[config.mk]
export PLATFORM = sky130hd
export DESIGN_NAME = scan_resp_analyzer
export DESIGN_NICKNAME = d
export VERILOG_FILES = /design/src/rtl/scan_resp_analyzer.sv
export SDC_FILE = /design/constraint.sdc
export NUM_CORES = 1
export LEC_CHECK = 0
export ABC_AREA = 1
export BUFFER_PORTS_ARGS = -buffer_cell sky130_fd_sc_hd__buf_2
export CORE_MARGIN = 10
export CORE_UTILIZATION = 30
export DETAILED_ROUTE_END_ITERATION = 10
export GPL_TIMING_DRIVEN = 0
export MAX_ROUTING_LAYER = met4
export PLACE_DENSITY_LB_ADDON = 0.12
export SYNTH_ARGS = -nofsm -noshare
export SYNTH_HDL_FRONTEND = slang
export SYNTH_SLANG_ARGS = --single-unit
export TNS_END_PERCENT = 50
[constraint.sdc]
create_clock -name clk -period 3.3 [get_ports clk]
set_input_delay 0.495 -clock clk [delete_from_list [all_inputs] [get_ports clk]]
set_output_delay 0.495 -clock clk [all_outputs]
set_load 0.05 [all_outputs]
[src/rtl/scan_resp_analyzer.sv]
`default_nettype none
// ============================================================================
//  Module   : scan_resp_analyzer
//  Purpose  : Response-side BIST block. It compacts the CUT scan bit and
//             parallel outputs into a MISR signature and counts compaction
//             cycles. On bist_end it checks both against golden values.
//  Revision : 1.0  initial release
// ============================================================================
module scan_resp_analyzer #(
   parameter int               SIG_W      = 16,
   parameter int               PAR_W      = 9,
   parameter logic [SIG_W-1:0] POLY       = 16'h1021,
   parameter logic [SIG_W-1:0] SEED       = '0,
   parameter logic [SIG_W-1:0] GOLDEN_SIG = 16'h0000,
   parameter int               CNT_W      = 16,
   parameter logic [CNT_W-1:0] EXP_CNT    = '0
) (
   input  logic             clk,
   input  logic             reset,
   input  logic             start,
   input  logic             comp_en,
   input  logic             scan_bit,
   input  logic [PAR_W-1:0] par_resp,
   input  logic             bist_end,
   output logic             busy,
   output logic             done,
   output logic             pass_nfail,
   output logic [SIG_W-1:0] signature,
   output logic [CNT_W-1:0] comp_cnt
);

   typedef enum logic [1:0] {
      S_IDLE    = 2'd0,
      S_RUN     = 2'd1,
      S_COMPARE = 2'd2,
      S_DONE    = 2'd3
   } state_t;

   state_t             r_state;
   logic [SIG_W-1:0]   r_misr;
   logic [CNT_W-1:0]   r_cnt;
   logic               r_busy;
   logic               r_done;
   logic               r_pass;

   logic [SIG_W-1:0]   w_data;
   logic [SIG_W-1:0]   w_misr_next;
   logic [CNT_W-1:0]   w_cnt_next;

   // SIG_W must be at least PAR_W+1 so that no response bit is dropped here.
   assign w_data      = SIG_W'({par_resp, scan_bit});
   assign w_misr_next = {r_misr[SIG_W-2:0], 1'b0}
                      ^ (r_misr[SIG_W-1] ? POLY : '0)
                      ^ w_data;
   // Saturate at all-ones so an overlong session can never alias EXP_CNT.
   assign w_cnt_next  = (&r_cnt) ? r_cnt : r_cnt + 1'b1;

   always_ff @(posedge clk or posedge reset) begin
      if (reset) begin
         r_state <= S_IDLE;
         r_misr  <= '0;
         r_cnt   <= '0;
         r_busy  <= 1'b0;
         r_done  <= 1'b0;
         r_pass  <= 1'b0;
      end else begin
         case (r_state)
            S_IDLE, S_DONE: begin
               if (start) begin
                  r_state <= S_RUN;
                  r_misr  <= SEED;
                  r_cnt   <= '0;
                  r_busy  <= 1'b1;
                  r_done  <= 1'b0;
                  r_pass  <= 1'b0;
               end
            end
            S_RUN: begin
               // A sample arriving with bist_end is still part of the session.
               if (comp_en) begin
                  r_misr <= w_misr_next;
                  r_cnt  <= w_cnt_next;
               end
               if (bist_end) begin
                  r_state <= S_COMPARE;
               end
            end
            S_COMPARE: begin
               r_pass  <= (r_misr == GOLDEN_SIG) && (r_cnt == EXP_CNT);
               r_done  <= 1'b1;
               r_busy  <= 1'b0;
               r_state <= S_DONE;
            end
            default: begin
               r_state <= S_IDLE;
            end
         endcase
      end
   end

   assign busy       = r_busy;
   assign done       = r_done;
   assign pass_nfail = r_pass;
   assign signature  = r_misr;
   assign comp_cnt   = r_cnt;

endmodule
`default_nettype wire

==> metrics, run 1 <==
Setup CP Type=register to register; core footprint=slightly below 7000 um2; worst relative slew slack=0.459; synth warn=0; P_leak=~1.3 nW; worst-case reg-to-reg path depth=11; First-pass DRT Iterations=4; Root Driver=clkbuf_8; WP data arrival=about 2.1 ns; Starting Density=0.310; Crit path required time=about 3.5 ns; CP Capture Type=register; Worst Max-Slew Pin Slew=0.810 ns; max_cap viols=0; Clock H-tree levels=2; antenna viol nets, final=0; Post-synth EDFFs=0; Cell Area, Placed=between 2000 and 2500 um2; Setup Viol. Count Final=0; Tightest Hold Check Type=input port to asynchronous set/reset pin; final hold vios=0; Startpoint Class=register; RSZ-0062 raised after global routing=false; largest family of logic cells by synthesized area=simple AND/OR/NAND/NOR gates; Worst R2R Start=r_state[0]; Bufs on Longest Clock Path=2; adder-cell share of the synthesized area=0.0297; Top Ports=50; antenna violations before repair=0; final WL=5720 um; Worst Path Max Fanout=10; die width=around 100 um; Resized cells post-CTS=0; status=completed; first-pass GRT wire length=about 9700 um; Synth Area in Compound Gates=0.0665; Cell Rows=30; port bufs=49; synth unique cells=24; Iter 0 DRT Violations=81; min cycle time layout=around 1.9 ns; Yosys reg bits=37; Final Cell Area=roughly 2600 um2; fin. max-slew vios=0; GRT Util Overall=0.111; Post-Synth XOR/XNOR Area=0.0623; # hold bufs at CTS=0; reg2reg setup slack=1.44 ns; Synth Area in Simple Gates=0.335; Worst R2R End=comp_cnt[4]; clk slew on worst S/H paths=0.08 ns; total CTS buffers=5; vias in the first global route=around 1900; detailed-route DRC error count=0; cells after synthesis=approximately 290; power after layout=2.03 mW; WL/cell=roughly 13 um; Worst Skew=0.00400 ns; VDD IR max=0.233 mV; Post-CTS Setup Bufs=0; PwrDens=793 nW/um2; fmax=around 540 MHz; Async SR Flop Fraction=1.00; number of inserted diodes=0; vias per cell=about 4.4; hpwl dp=4310 um; Fin Setup TNS=0 ns; synthesized area=about 2100 um2; Die Span Y=about 100 um; Syn-to-layout area delta=21.2%; CTS tree=done; most common cell after layout, fill and taps aside=nand2_1; Post-synth top flop=dfrtp_1; pin count of the biggest net entering global routing=38; clock sink count=37; source-to-sink clock delay at the later pin of the worst-skew pair=between 0.2 and 0.3 ns; Mapped Nets=a little over 300; most frequent cells in the layout=nand2_1 (103), buf_2 (51), nor2_1 (39); crit share post-route=0.563; vias=a little under 2000; layout cells sized above 1=0.207; grt ovf=0; die area=between 10000 and 15000 um2; average size of a mapped cell=7.37 um2; post-synthesis mux area share=0; RD Place Congestion=about 0.79; layout net count=around 360; sequential share of the synthesized area=0.439
[cell type report]
type                    count  area (um2)
clock inverters             2        10.0
fillers                   745        4240
clock buffers               6        72.6
inverters                  31         116
plain buffers               4        25.0
repair buffers             49         245
multi-input cells         214        1040
well taps                  96         120
flip-flops and latches     37         926
[cell usage after synthesis, types with 3 or more instances]
| library cell | n | area (um2) |
|---|---|---|
| nand4_1 | 3 | 18.8 |
| ha_1 | 5 | 62.6 |
| dfrtp_1 | 37 | 926 |
| o21ai_0 | 18 | 90.1 |
| xnor2_1 | 13 | 114 |
| inv_2 | 3 | 11.3 |
| nand2_1 | 103 | 387 |
| nor2_1 | 39 | 146 |
| o22ai_1 | 6 | 37.5 |
| inv_1 | 28 | 105 |
| nand3_1 | 11 | 55.1 |
| nor2_4 | 3 | 33.8 |
[sequential cells by signal, indices dropped and copies added, names as in the netlist]
| signal | count |
|---|---|
| comp_cnt | 16 |
| done | 1 |
| busy | 1 |
| r_state | 2 |
| signature | 16 |
| pass_nfail | 1 |
[per-layer routing]
metal	wire length, um	vias to the layer above	track usage
met3	212	8	0.0248
li1	-	996	-
met5	0	-	-
met1	2850	877	0.147
met2	2600	44	0.168
met4	63	0	0.0268
[cell families (layout without fill, tap and decap cells)]
kind of cell / Yosys count / count (layout)
AND/OR/NAND/NOR: 168 / 168
flip-flops: 37 / 37
buffers and inverters: 35 / 92
AO/OA/AOI/OAI: 26 / 26
XOR/XNOR: 15 / 15
adder cells (fa/ha/maj): 5 / 5
[critical path, stage by stage (launching register included)]
cell and delay (ns):
dfrtp_1 0.40, inv_1 0.06, ha_1 0.31, inv_1 0.04
nor2_1 0.12, nor2_1 0.07, a21oi_1 0.23, inv_2 0.14
nand2_4 0.14, buf_6 0.16, nand2_1 0.06, nand2_1 0.06
[power by group]
part	internal (mW)	total (mW)	switching (mW)
clock network	0.147	0.312	0.166
logic	0.283	1.05	0.763
registers	0.563	0.668	0.105
[through the flow]
stage | hold slack [ns] | cells | utilization | worst slack (ns)
final | 0.359 | 439 | 0.376 | 1.44
after global routing | 0.432 | 439 | 0.376 | 1.22
after CTS | 0.400 | 439 | 0.376 | 1.41
after detailed placement | 0.477 | 431 | 0.364 | 1.42
after global placement | 0.480 | 431 | 0.364 | 1.34
after floorplan | 0.478 | 286 | - | 1.50
[how the worst max path moves through the flow]
stage	end	start	slack (ns)
final	comp_cnt[4]	r_state[0]	1.44
after global placement	comp_cnt[9]	reset	1.34
after floorplan	comp_cnt[2]	comp_cnt[1]	1.50
after global routing	comp_cnt[3]	r_state[0]	1.22
after CTS	comp_cnt[8]	r_state[0]	1.41
after detailed placement	comp_cnt[8]	r_state[0]	1.42
Power figures use the tool's default switching activity.
==> run 2: changes to the inputs <==
--- a/config.mk
+++ b/config.mk
@@ -5,7 +5,7 @@
 export SDC_FILE = /design/constraint.sdc
 export NUM_CORES = 1
 export LEC_CHECK = 0
-export ABC_AREA = 1
+export ABC_AREA = 0
 export BUFFER_PORTS_ARGS = -buffer_cell sky130_fd_sc_hd__buf_2
 export CORE_MARGIN = 10
 export CORE_UTILIZATION = 30
==> constraint.sdc (replaced) <==
create_clock -name clk -period 1.6 [get_ports clk]
set_input_delay 0.24 -clock clk [delete_from_list [all_inputs] [get_ports clk]]
set_output_delay 0.24 -clock clk [all_outputs]
set_load 0.05 [all_outputs]
==> run 2 against run 1 <==
Effect of this change:
- the run now ends with setup timing left
- cell count decreased by 15%
- clock skew increased by 0.0016 ns
- critical path depth decreased by 3
- non-clock buffer count increased by 34
- synthesized cell count decreased by 27%
- design area increased by 12%
- sequential cell count unchanged
- global-route usage increased by 1.9 points
- die area decreased by 6.6%
- total power increased to 2.8 times the previous value
- critical path type unchanged
- largest power group unchanged
- highest routed layer unchanged
==> metrics, run 2 <==
vias=1922 (-0.16%); GRT Util Overall=0.130 (+0.0186); worst relative slew slack=0.479 (+0.0198); Clock H-tree levels=2 (unchanged); final WL=6150 um (+7.4%); Crit path required time=1.78 ns (-1.75 ns); CP max-delay cell=or4_4; Worst Path Max Fanout=5 (-5); synthesized area=1940 um2 (-8.1%); source-to-sink clock delay at the later pin of the worst-skew pair=0.29 ns (about the same); WP data arrival=1.98 ns (-0.11 ns); worst hold slack=0.0907 ns (-0.268 ns); Post-synth EDFFs=0 (unchanged); Tightest Hold Check Type=input port to asynchronous set/reset pin; detailed-route DRC error count=0 (unchanged); vias in the first global route=2021 (+5.6%); most frequent cells in the layout=buf_2 (49), buf_4 (25), dfrtp_1 (23); Cell Rows=29 (-3.3%); Async SR Flop Fraction=1.00 (unchanged); cell family with most CP delay=simple AND/OR/NAND/NOR gates; First-pass DRT Iterations=5 (+1); Worst Max-Slew Pin Slew=0.780 ns (-0.0297 ns); area share of the largest cell type after synthesis=0.478 (+0.0389); reg2reg setup slack=-0.20 ns (-1.64 ns); first-pass GRT wire length=10400 um (+7.5%); Max stage delay on crit path=0.44 ns (+0.04 ns); port bufs=49 (unchanged); hpwl dp=4210 um (-2.1%); pin count of the biggest net entering global routing=38 (unchanged); non-filler instance count after layout=371 (-15%); WL/cell=16.6 um (+27%); Crit. Startpoint=comp_cnt[0]; Yosys top cell by area=dfrtp_1; vias per cell=5.18 (+18%); sequential share of the synthesized area=0.478 (+0.0389); grt ovf=0 (unchanged); layout net count=313 (-14%); crit share post-route=1.12 (+0.561); Mapped Nets=228 (-25%); Starting Density=0.307 (-0.00354); Die Span Y=100 um (-3.4%); Post-synth top flop=dfrtp_1; core footprint=6310 um2 (-7.1%); Post-synth top cells=dfrtp_1 (37), o21ai_0 (23), nand2_1 (21), nand3_1 (14), nor2_1 (12); min cycle time layout=1.80 ns (-0.0594 ns); antenna viol nets, final=0 (unchanged); layout cells sized above 1=0.459 (+0.252); clock sink count=37 (unchanged); most common cell in the netlist=dfrtp_1; P_leak=1.30 nW (-2.5%); status=finished with violations; CP Cell Sequence=ha_4, nand3_4, or4_4, buf_6, o21ai_4, buf_6, o21ai_1, o41ai_1; Yosys reg bits=37 (unchanged); top cells by area, synth=dfrtp_1 (48%), o21ai_0 (5.9%), xnor2_1 (5.0%), nand2_1 (4.1%), nand3_1 (3.6%); Syn-to-layout area delta=47.6%; Inst Count DP=334 (-23%); CTS tree=done; final hold vios=0 (unchanged); Setup CP Type=register to register; RD Place Congestion=0.820 (+3.3%); total CTS buffers=5 (unchanged); Worst R2R Start=comp_cnt[0]; Final Util=0.453 (+0.0766); average size of a mapped cell=9.31 um2 (+26%); # hold bufs at CTS=0 (unchanged); antenna violations before repair=0 (unchanged); PwrDens=1970 nW/um2 (+150%); Bufs on Longest Clock Path=2 (unchanged); synth warn=0 (unchanged); Iter 0 DRT Violations=74 (-8.6%); CP Capture Type=register; die area=10100 um2 (-6.6%); Startpoint Class=register; cells after synthesis=208 (-27%); Worst Skew=0.00560 ns (+0.00161 ns); WP buf/inv=2 (-2); RSZ-0062 raised after global routing=true; setup ws final=-0.198 ns (-1.64 ns); VDD IR max=1.00 mV (+330%); Cell Area, Placed=2340 um2 (-5.5%); fin. max-slew vios=0 (unchanged); number of inserted diodes=0 (unchanged); Worst path most repeated cell=buf_6; clk slew on worst S/H paths=0.08 ns (about the same); Root Driver=clkbuf_8; fmax=556 MHz (+3.3%); Final Cell Area=2860 um2 (+12%); Fin Setup TNS=-4.60 ns (-4.60 ns); Setup Viol. Count Final=32 (+32); synth unique cells=42 (+75%); failing checks=setup timing; die width=100 um (-3.4%); Top Ports=50 (unchanged); max_cap viols=0 (unchanged); most common cell after layout, fill and taps aside=buf_2
-- run 2: cell count changes after synthesis, moves of 6 or more --
| cell | previous run | this run |
|---|---|---|
| a21oi_1 | 1 | 9 |
| nor4_1 | 0 | 6 |
| clkbuf_1 | 1 | 7 |
| inv_1 | 28 | 9 |
| nand2_1 | 103 | 21 |
| nor2_1 | 39 | 12 |
-- run 2: logic make-up after synthesis --
kind of cell,share of synthesized area
flip-flops,0.478
adder cells (fa/ha/maj),0.0323
XOR/XNOR,0.0543
multiplexers,0.00517
buffers and inverters,0.0394
AND/OR/NAND/NOR,0.208
AO/OA/AOI/OAI,0.183
-- run 2: worst reg2reg max path, stage by stage, from the launching register on --
cell	delay, ns
dfrtp_2	0.39
ha_4	0.16
nand3_4	0.10
or4_4	0.44
buf_6	0.14
o21ai_4	0.19
buf_6	0.14
o21ai_1	0.06
o41ai_1	0.06
-- run 2: timing repair --
item,4_1_cts,5_1_grt
resized for setup,50,20
gates cloned,0,1
endpoints found under the hold margin,0,0
pin swaps,12,11
setup buffers,24,5
endpoints found under the setup margin,32,33
-- run 2: power by group --
group          total (mW)  switching [mW]  internal (mW)
clock network       0.696           0.344          0.352
logic                3.55            2.05           1.50
registers            1.40           0.234           1.16
-- run 2: metal layers --
metal,global-route usage,routed length [um],vias up
li1,-,-,924
met1,0.161,2750,939
met2,0.201,2910,54
met3,0.0385,421,5
met4,0.0348,57,0
met5,-,0,-
-- run 2: final cells by class --
type / instances / area, um2
multi-input combinational: 153 / 1090
sequential: 37 / 943
timing repair buffer: 79 / 489
tap: 77 / 96.3
clock buffer: 8 / 90.1
buffer: 8 / 113
fill: 645 / 3450
inverter: 9 / 33.8
-- run 2: stage by stage --
stage	setup WS (ns)	total power, mW
6_report	-0.198	5.64
5_1_grt	-0.283	6.01
4_1_cts	-0.248	5.38
3_5_place_dp	-0.501	3.82
3_3_place_gp	-0.475	3.80
2_1_floorplan	-0.405	3.16
-- run 2: final timing paths --
check                                to  depth (start not counted)
min in group clk           signature[1]                          3
min reg2reg                        busy                          2
max in group asynchronous   comp_cnt[8]                          2
max                         comp_cnt[3]                          8
min                        signature[5]                          2
max reg2reg                 comp_cnt[3]                          8
